==> src/rtl/mc_state_sequencer.sv <==
// Registered sequencing stage of the multicycle CPU: state register, IR and PC,
// plus memory-wait stalling, retired-instruction and stall-cycle counters.
module mc_state_sequencer #(
  parameter int unsigned       WIDTH    = 32,
  parameter logic [WIDTH-1:0]  RESET_PC = '0
) (
  input  logic              clk,
  input  logic              reset,
  input  logic [3:0]        ns,
  input  logic              pcw,
  input  logic              pcwc,
  input  logic [1:0]        pcs,
  input  logic              irw,
  input  logic              mr,
  input  logic              mw,
  input  logic              mem_ready,
  input  logic              zero,
  input  logic [WIDTH-1:0]  alu_result,
  input  logic [WIDTH-1:0]  alu_out,
  input  logic [WIDTH-1:0]  mem_rdata,
  output logic [3:0]        s,
  output logic [5:0]        op,
  output logic [WIDTH-1:0]  ir,
  output logic [WIDTH-1:0]  pc,
  output logic              stall,
  output logic [31:0]       instret,
  output logic [15:0]       stall_cnt,
  output logic              bad_state
);

  // state      | meaning
  // S_FETCH    | fetch instruction, PC+4
  // S_DECODE   | decode, register read, branch target
  // S_MEMADDR  | load/store address computation
  // S_MEMREAD  | load memory access
  // S_WRITEBACK| load register writeback
  // S_MEMWRITE | store memory access
  // S_EXECUTE  | R-type ALU operation
  // S_RCOMPLETE| R-type register writeback
  // S_BRANCH   | branch compare and conditional PC write
  // S_JUMP     | jump target PC write
  typedef enum logic [3:0] {
    S_FETCH     = 4'd0,
    S_DECODE    = 4'd1,
    S_MEMADDR   = 4'd2,
    S_MEMREAD   = 4'd3,
    S_WRITEBACK = 4'd4,
    S_MEMWRITE  = 4'd5,
    S_EXECUTE   = 4'd6,
    S_RCOMPLETE = 4'd7,
    S_BRANCH    = 4'd8,
    S_JUMP      = 4'd9
  } state_t;

  state_t           state;
  state_t           next_state;
  logic             ns_legal;
  logic             pc_en;
  logic             pc_write;
  logic [WIDTH-1:0] pc_next;

  assign stall    = (mr | mw) & ~mem_ready;
  assign pc_en    = pcw | (pcwc & zero);
  assign pc_write = pc_en & (pcs != 2'b11);
  assign ns_legal = (ns <= 4'd9);
  assign s        = state;
  assign op       = ir[31:26];

  always_comb begin
    next_state = S_FETCH;
    if (ns_legal) next_state = state_t'(ns);
  end

  // Jump target is formed from the pre-edge PC and IR.
  always_comb begin
    pc_next = alu_result;
    case (pcs)
      2'b00:   pc_next = alu_result;
      2'b01:   pc_next = alu_out;
      2'b10:   pc_next = {pc[31:28], ir[25:0], 2'b00};
      default: pc_next = pc;
    endcase
  end

  always_ff @(posedge clk or posedge reset) begin
    if (reset) begin
      state     <= S_FETCH;
      ir        <= '0;
      pc        <= RESET_PC;
      instret   <= '0;
      stall_cnt <= '0;
      bad_state <= 1'b0;
    end else if (stall) begin
      if (stall_cnt != 16'hFFFF) stall_cnt <= stall_cnt + 16'd1;
    end else begin
      state <= next_state;
      if (!ns_legal) bad_state <= 1'b1;
      if (irw) ir <= mem_rdata;
      if (pc_write) pc <= pc_next;
      if (state != S_FETCH && next_state == S_FETCH) instret <= instret + 32'd1;
    end
  end

endmodule

==> config.mk <==
export PLATFORM = sky130hd
export DESIGN_NAME = mc_state_sequencer
export DESIGN_NICKNAME = d
export VERILOG_FILES = /design/src/rtl/mc_state_sequencer.sv
export SDC_FILE = /design/constraint.sdc
export NUM_CORES = 1
export LEC_CHECK = 0
export CAP_MARGIN = 40
export CELL_PAD_IN_SITES_DETAIL_PLACEMENT = 0
export CELL_PAD_IN_SITES_GLOBAL_PLACEMENT = 1
export CORE_ASPECT_RATIO = 1.1
export CORE_UTILIZATION = 32
export DETAILED_ROUTE_END_ITERATION = 10
export PLACE_DENSITY_LB_ADDON = 0.12
export SYNTH_ARGS = -nofsm -noshare
export SYNTH_HDL_FRONTEND = slang
export SYNTH_SLANG_ARGS = --single-unit
==> constraint.sdc <==
create_clock -name clk -period 4.2 [get_ports clk]
set_clock_uncertainty 0.2 [all_clocks]
set_input_delay 0.63 -clock clk [delete_from_list [all_inputs] [get_ports clk]]
set_output_delay 0.63 -clock clk [all_outputs]
set_load 0.005 [all_outputs]
==> flow_results.org, run 1 <==
** Route
- Total via count in the routed design :: 4726
- Number of search-and-repair iterations in the first detailed-routing pass :: 4
- For this block, the initial DRC count from the detailed router was 124.
- Final antenna-violating net count :: 0
- Wire per inst :: 16.6 um
- DRC Markers :: 0
- Total wire length :: 16500 um
- Dividing the detail-routed via count by the number of cells gives 4.74.

** Floorplan
- The die is 128 um wide.
- The floorplan step defined a die boundary enclosing 0.0181 mm^2.
- In this run the count of I/O pins placed on the die edge is 235.
- The die is 141 um tall.
- The initialized floorplan defines 50 standard-cell rows.
- Placeable core region :: 0.0171 mm^2
- Effective utilization at floorplan :: 32.9%

** STA
- Portion of the clock cycle consumed by the worst path in the final layout :: 79.9%
- Final TNS setup :: 0 ns
- At the pin with the least slew margin, the transition time is 0.869 ns.
- Final Hold Violating Endpoints :: 0
- Static timing analysis puts the maximum clock frequency at 298 MHz.
- Setup repair after global routing left no endpoint under its margin.
- Once routing completed, OpenROAD measured the worst setup slack at 0.843 ns.
- Setup violations remaining at the end of the flow were counted as 0.
- Final critical delay including setup and external delays :: 3.36 ns
- Headroom to the max-slew limit came out at 42.0%.
- Final count of pins violating max slew :: 0

** Worst setup path
- STA puts the critical path data arrival time at 2.53 ns.
- The worst setup path is captured at a primary output.
- CP required :: 3.37 ns
- Crit Path Max Fanout :: 21
- The worst setup path is launched from an input port.
- The worst setup path is of the input port to primary output kind.

** Synthesis
- The synthesized design contains 0 enable-type register cells.
- After technology mapping, the gate count stands at 526.
- Counting every net in the synthesized netlist gives 643.
- Number of library cell types mapped by synthesis :: 47
- The share of the Yosys chip area taken by registers is 52.1%.
- Async SR Flop Fraction :: 100%
- The average instance in the mapped netlist occupies 10.7 um^2.
- Synth warnings :: 0
- Synthesized flop and latch total :: 117
- Post-Syn Area :: 0.00562 mm^2
- The most used flip-flop cell after synthesis is dfrtp_1.

** Clocking
- After clock tree synthesis, the clock-pin slew on the worst setup and hold paths is 0.05 ns.
- In this run, post-CTS repair resized a total of 0 instances.
- In this run the clock root is driven by a clkbuf_16.
- TritonCTS built the clock tree.
- Skew-Pair Late Insertion Delay :: 0.41 ns
- In this run the deepest clock path goes through 2 buffers.
- After clock tree synthesis, the setup repair step added 0 buffers.
- Number of CTS-inserted buffers :: 17
- Number of levels the H-tree was split into :: 4
- Sinks on the clock net :: 117
- Hold buffers post-CTS :: 0

** Global routing
- The first global-routing pass estimated 26100 um of wire.
- For this run the aggregate overflow at the end of global routing stands at 0.
- Via count of the first global-routing pass :: 4796
- Entering global routing, the biggest net connects 64 pins.
- Global routing used 18.8% of the available tracks.
- The initial antenna violation count was 0.

** Finish
- Fill cells in the final layout number 1558.
- Diodes inserted :: 0
- Share of layout cells above drive strength 1 :: 12.5%
- Compared with the post-synthesis result, the final layout area differs by 55.7%.
- The library cell used most frequently in the layout, excluding fill and tap cells, is clkdlybuf4s50_1.
- Final layout net count :: 869
- Most frequent cells in the layout :: clkdlybuf4s50_1 (234), dfrtp_1 (117), nand2_1 (78)

** Pwr
- Power per Cell Area :: 428 mW/mm^2
- IR analysis of the VDD net gives a maximum drop of 0.000270 V.
- PnR Total Power :: 3.74 mW
- Static leakage :: 3.77 nW

** Placed design
- Summed over all nets, the half-perimeter wirelength after detailed placement is 11800 um.
- At the end of routability-driven placement, the weighted congestion stood at 0.830.
- Input and output buffers added on the ports amount to 234.
- Setup slack after placement :: 0.395 ns

** Outcome
- Result of the run :: finished, final reports clean

** Hold path
- Path class of the lowest-slack min-delay path :: flip-flop to flip-flop

** Flow run
- Maxcap violations :: 0
[Yosys cell counts, types with 3 or more instances]
cell	count	area, um^2
a22oi_1	26	195
and3_1	3	18.8
and4_1	6	52.6
buf_1	7	26.3
buf_2	4	20.0
buf_4	6	45.0
clkbuf_1	16	60.1
dfrtp_1	117	2930
ha_1	6	75.1
inv_1	11	41.3
mux2_2	38	428
nand2_1	79	297
nand3_1	19	95.1
nand4_1	8	50.1
nor2_1	9	33.8
nor3_1	21	105
nor4_1	3	18.8
nor4_2	8	100
o21ai_0	58	290
xnor2_1	7	61.3
xor2_1	39	342
[report_power, final]
group / internal (mW) / total (mW) / switching, mW
Clock: 0.882 / 1.37 / 0.489
Sequential: 1.31 / 1.46 / 0.154
Combinational: 0.569 / 0.906 / 0.337
Total: 2.76 / 3.74 / 0.980
[stage by stage]
stage	hold WS (ns)	utilization, %	instance area, um^2	instances
2_1_floorplan	0.251	-	5620	526
3_3_place_gp	0.258	47.7	8150	965
3_5_place_dp	0.252	48.0	8190	967
4_1_cts	0.269	51.2	8750	997
5_1_grt	0.283	51.2	8750	997
6_report	0.267	51.2	8750	997
[final timing paths]
| kind | from | endpoint | slack (ns) | cells after the start |
|---|---|---|---|---|
| worst min register to register | instret[31] | instret[31] | 0.27 | 1 |
| min in group asynchronous | reset | ir[21] | 0.49 | 2 |
| worst max register to register | instret[7] | instret[22] | 2.00 | 4 |
| max in group asynchronous | reset | instret[16] | 2.48 | 3 |
| worst max-delay path | mw | stall | 0.84 | 4 |
| worst min-delay path | instret[31] | instret[31] | 0.27 | 1 |
[area by class of cell]
class | instances | area (um^2) | area share, %
multi-input cells | 362 | 2480 | 28.3
well taps | 234 | 293 | 3.35
repair buffers | 242 | 2450 | 28.0
clock buffers | 26 | 509 | 5.82
inverters | 12 | 47.5 | 0.544
flip-flops and latches | 117 | 2930 | 33.5
clock inverters | 4 | 45.0 | 0.515
[cell families (layout without fill, tap and decap cells)]
group	Yosys count	in the layout	synth area share, %
compound gates	96	96	10.5
xor+xnor	46	46	7.17
fa+ha+maj	6	6	1.34
buf+inv	47	284	3.90
flops	117	117	52.1
mux	38	38	7.62
simple gates	176	176	17.4
[per-layer routing]
| metal | GRT usage [%] | vias to the layer above | part of all wire (%) |
|---|---|---|---|
| met5 | 0 | - | 0 |
| met4 | 6.75 | 0 | 1.3 |
| met3 | 6.22 | 17 | 8.2 |
| met2 | 31.0 | 152 | 48 |
| met1 | 22.9 | 2244 | 43 |
| li1 | - | 2313 | - |
[flip-flops by register name, indices dropped and copies added, names as in the netlist]
signal     flops
pc            32
bad_state      1
stall_cnt     16
ir            32
instret       32
s              4
[critical path, cell delays in order]
cell	delay (ns)
clkdlybuf4s50_1	0.42
o21bai_2	0.70
inv_2	0.22
clkdlybuf4s50_1	0.55
No activity file was read; power rests on OpenSTA's default activity.
==> run 2, diff against run 1 <==
--- a/config.mk
+++ b/config.mk
@@ -9,7 +9,7 @@
 export CELL_PAD_IN_SITES_DETAIL_PLACEMENT = 0
 export CELL_PAD_IN_SITES_GLOBAL_PLACEMENT = 1
 export CORE_ASPECT_RATIO = 1.1
-export CORE_UTILIZATION = 32
+export CORE_UTILIZATION = 29
 export DETAILED_ROUTE_END_ITERATION = 10
 export PLACE_DENSITY_LB_ADDON = 0.12
 export SYNTH_ARGS = -nofsm -noshare
==> constraint.sdc (replaced) <==
create_clock -name clk -period 2.73 [get_ports clk]
set_clock_uncertainty 0.2 [all_clocks]
set_input_delay 0.4095 -clock clk [delete_from_list [all_inputs] [get_ports clk]]
set_output_delay 0.4095 -clock clk [all_outputs]
set_load 0.005 [all_outputs]
==> run 2 against run 1 <==
  * Die area increased by 10%
  * Sequential share of layout area is 0.21 points lower
  * Total power rose by 54%
  * Setup slack worse by 0.46 ns
  * Utilization decreased by 5.0 points
  * Flip-flop and latch count stayed put
  * Count of clock-buffer cells in the layout shrank 8
  * Global-route usage shrank 1.5 points
  * Non-clock buffer count grew 4
  * Clock power rose by 55%
  * Via count increased by 0.47%
  * Sequential power is 55% higher
==> flow_results.org, run 2 (synthesis gave the netlist of run 1 again) <==
** Outcome
- The run finished with clean final reports.

** Floorplan
- The die covers 0.0199 mm^2.
- For this configuration, the core starts out at a cell density of 29.5%.
- Measured along the x axis, the die boundary spans 135 um.
- Placeable core region :: 0.0190 mm^2
- 235 I/O pins were placed.
- Floorplan row count :: 53
- Die boundary height :: 148 um

** Worst setup path
- The worst setup path is launched from an input port.
- CP required :: 2.12 ns
- Most repeated library cell on the critical path :: clkdlybuf4s50_1
- Crit Path Max Fanout :: 9
- By startpoint and endpoint, the worst setup path is classified as input port to primary output.
- RR Endpoint :: instret[28]
- Crit path max-delay cell type :: clkdlybuf4s50_1
- Counting both buffers and inverters, the worst setup path holds a total of 4.
- The most critical setup path has its startpoint at mem_ready.
- The startpoint identified for the worst register-to-register timing path is instret[7].
- R2R cell count :: 4
- Critical path's largest stage delay :: 0.51 ns
- In this design, the largest share of critical-path delay is due to buffers and inverters.
- The worst setup path is captured at a primary output.
- Register-to-register path setup slack :: 0.49 ns
- Ordered cell list for the critical path :: clkdlybuf4s50_1 > o21bai_2 > inv_2 > buf_4 > clkdlybuf4s50_1
- Crit path DAT :: 1.74 ns

** Finish
- Largest registers :: instret: 32 flops, ir: 32 flops, pc: 32 flops
- # fillers :: 1775
- Final non-filler cell area :: 0.00880 mm^2
- In the final layout, the share of cells above drive strength 1 is 13.7%.
- Layout overhead on the synthesized area :: 56.7%
- Final layout net count :: 873
- Leading cell type in the layout, fill and taps excluded :: clkdlybuf4s50_1
- Most frequent cells in the layout :: clkdlybuf4s50_1 (234), dfrtp_1 (117), nand2_1 (78)

** Pwr
- Combinational cells account for 24.2% of the total power.
- Share of power burned in the clock network :: 36.7%
- IR analysis of the VDD net gives a maximum drop of 0.000411 V.
- Register share of total power :: 39.0%
- Internal power comes to 4.17 mW.
- Static leakage :: 3.76 nW
- Fraction of power spent switching nets :: 27.8%
- In this run the power spent charging and discharging nets is 1.61 mW.
- Power per Cell Area :: 656 mW/mm^2

** Route
- Detailed routing inserted a total of 4748 vias.
- After detailed routing, the total wire length is 16800 um.
- Final antenna-violating net count :: 0
- For this run, design rule violations remaining after detail routing come to 0.
- Routed vias/inst :: 4.67
- Number of DRC violations after detailed-routing iteration 0 :: 184
- After detailed routing, the average wire length per cell comes to 16.5 um.
- For this run, the detailed router's first-pass iteration total came to 4.

** STA
- Dividing the final minimum period by the clock period gives 86.1%.
- Final TNS setup :: 0 ns
- Setup repair after global routing left no endpoint under its margin.
- The total count of max-transition violations in the final report came to 0.
- The number of hold violations in the final report is 0.
- Worst slew margin relative to its limit :: 51.3%
- Derived from the worst setup path, the maximum achievable clock frequency is 426 MHz.
- Final critical delay including setup and external delays :: 2.35 ns
- Setup violations remaining at the end of the flow were counted as 0.
- Least-Margin Pin Slew :: 0.730 ns

** Clocking
- Sinks on the clock net :: 117
- Root cell of the clock tree :: clkbuf_16
- CTS tree :: built
- Number of gates resized after cts :: 0
- In this run the post-CTS setup repair buffer count came out at 0.
- Skew-Pair Late Insertion Delay :: 0.41 ns
- No sink is reached through more buffers than the 2 on the longest clock path.
- Number of levels the H-tree was split into :: 4
- After clock tree synthesis, the clock-pin slew on the worst setup and hold paths is 0.06 ns.
- The number of clock buffers added by TritonCTS is 17.
- Buffers inserted to repair hold after CTS numbered 0.

** Placed design
- In this run the tool buffered the top-level ports with 234 buffer cells.
- Hpwl dp :: 11800 um
- The placed instances occupy a cell area of 0.00823 mm^2.
- Final GP Congestion :: 0.800

** Global routing
- Entering global routing, the biggest net connects 118 pins.
- Via count of the first global-routing pass :: 4837
- Global Route Usage Sum :: 17.3%
- The initial antenna violation count is 1.
- Final global-route overflow total :: 0
- The first global-routing pass estimated 26700 um of wire.

** Flow run
- Max-cap violations in this run came to 0.

** Hold path
- Path class of the lowest-slack min-delay path :: input port to async pin
## run 2: cell types whose count changed in the layout (fill, tap and decap cells not counted), sizes merged
cell,previous run,this run
buf,8,12
inv,12,14
clkbuf,26,18
clkinv,3,4
clkinvlp,0,7
diode,0,1
## run 2: metal layers
| layer | routed length [um] | vias to the layer above | track usage, % |
|---|---|---|---|
| li1 | - | 2324 | - |
| met1 | 7380 | 2264 | 21.9 |
| met2 | 8050 | 151 | 28.5 |
| met3 | 1210 | 9 | 5.62 |
| met4 | 134 | 0 | 4.38 |
| met5 | 0 | - | 0 |
## run 2: worst max-delay path by stage
| stage | endpoint | cells past startpoint |
|---|---|---|
| after floorplan | pc[28] | 6 |
| after global placement | instret[31] | 5 |
| after detailed placement | pc[28] | 5 |
| after CTS | stall | 5 |
| after global routing | instret[30] | 4 |
| final | stall | 5 |
## run 2: worst register-to-register path: stages, from the launching register on
cell     delay (ns)
dfrtp_1        0.46
nand4_2        0.18
or4_1          0.77
nor4b_2        0.37
xor2_1         0.18
## run 2: layout make-up
cell class              instances  area [um^2]  share of cell area, %
repair buffers                246         2470                   28.1
inverters                      12         48.8                  0.554
well taps                     247          309                   3.51
multi-input cells             362         2480                   28.1
diodes                          1         2.50                 0.0284
clock inverters                14          129                   1.46
clock buffers                  18          439                   4.99
flip-flops and latches        117         2930                   33.3
## run 2: stage by stage
stage / setup WS, ns / power (mW) / cells / utilization (%) / hold slack (ns)
after floorplan: 0.621 / 2.76 / 526 / - / 0.251
after global placement: 0.154 / 3.68 / 984 / 43.3 / 0.262
after detailed placement: 0.0725 / 3.70 / 984 / 43.3 / 0.264
after CTS: 0.373 / 5.87 / 1016 / 46.2 / 0.283
after global routing: 0.305 / 6.12 / 1016 / 46.2 / 0.304
final: 0.380 / 5.78 / 1017 / 46.3 / 0.270
## run 2: power by group through the flow
stage | Clock [mW] | Combinational (mW) | Sequential, mW
3_5_place_dp | 0 | 1.42 | 2.28
3_3_place_gp | 0 | 1.41 | 2.27
2_1_floorplan | 0 | 0.493 | 2.27
4_1_cts | 2.19 | 1.43 | 2.26
6_report | 2.12 | 1.40 | 2.26
5_1_grt | 2.28 | 1.53 | 2.30
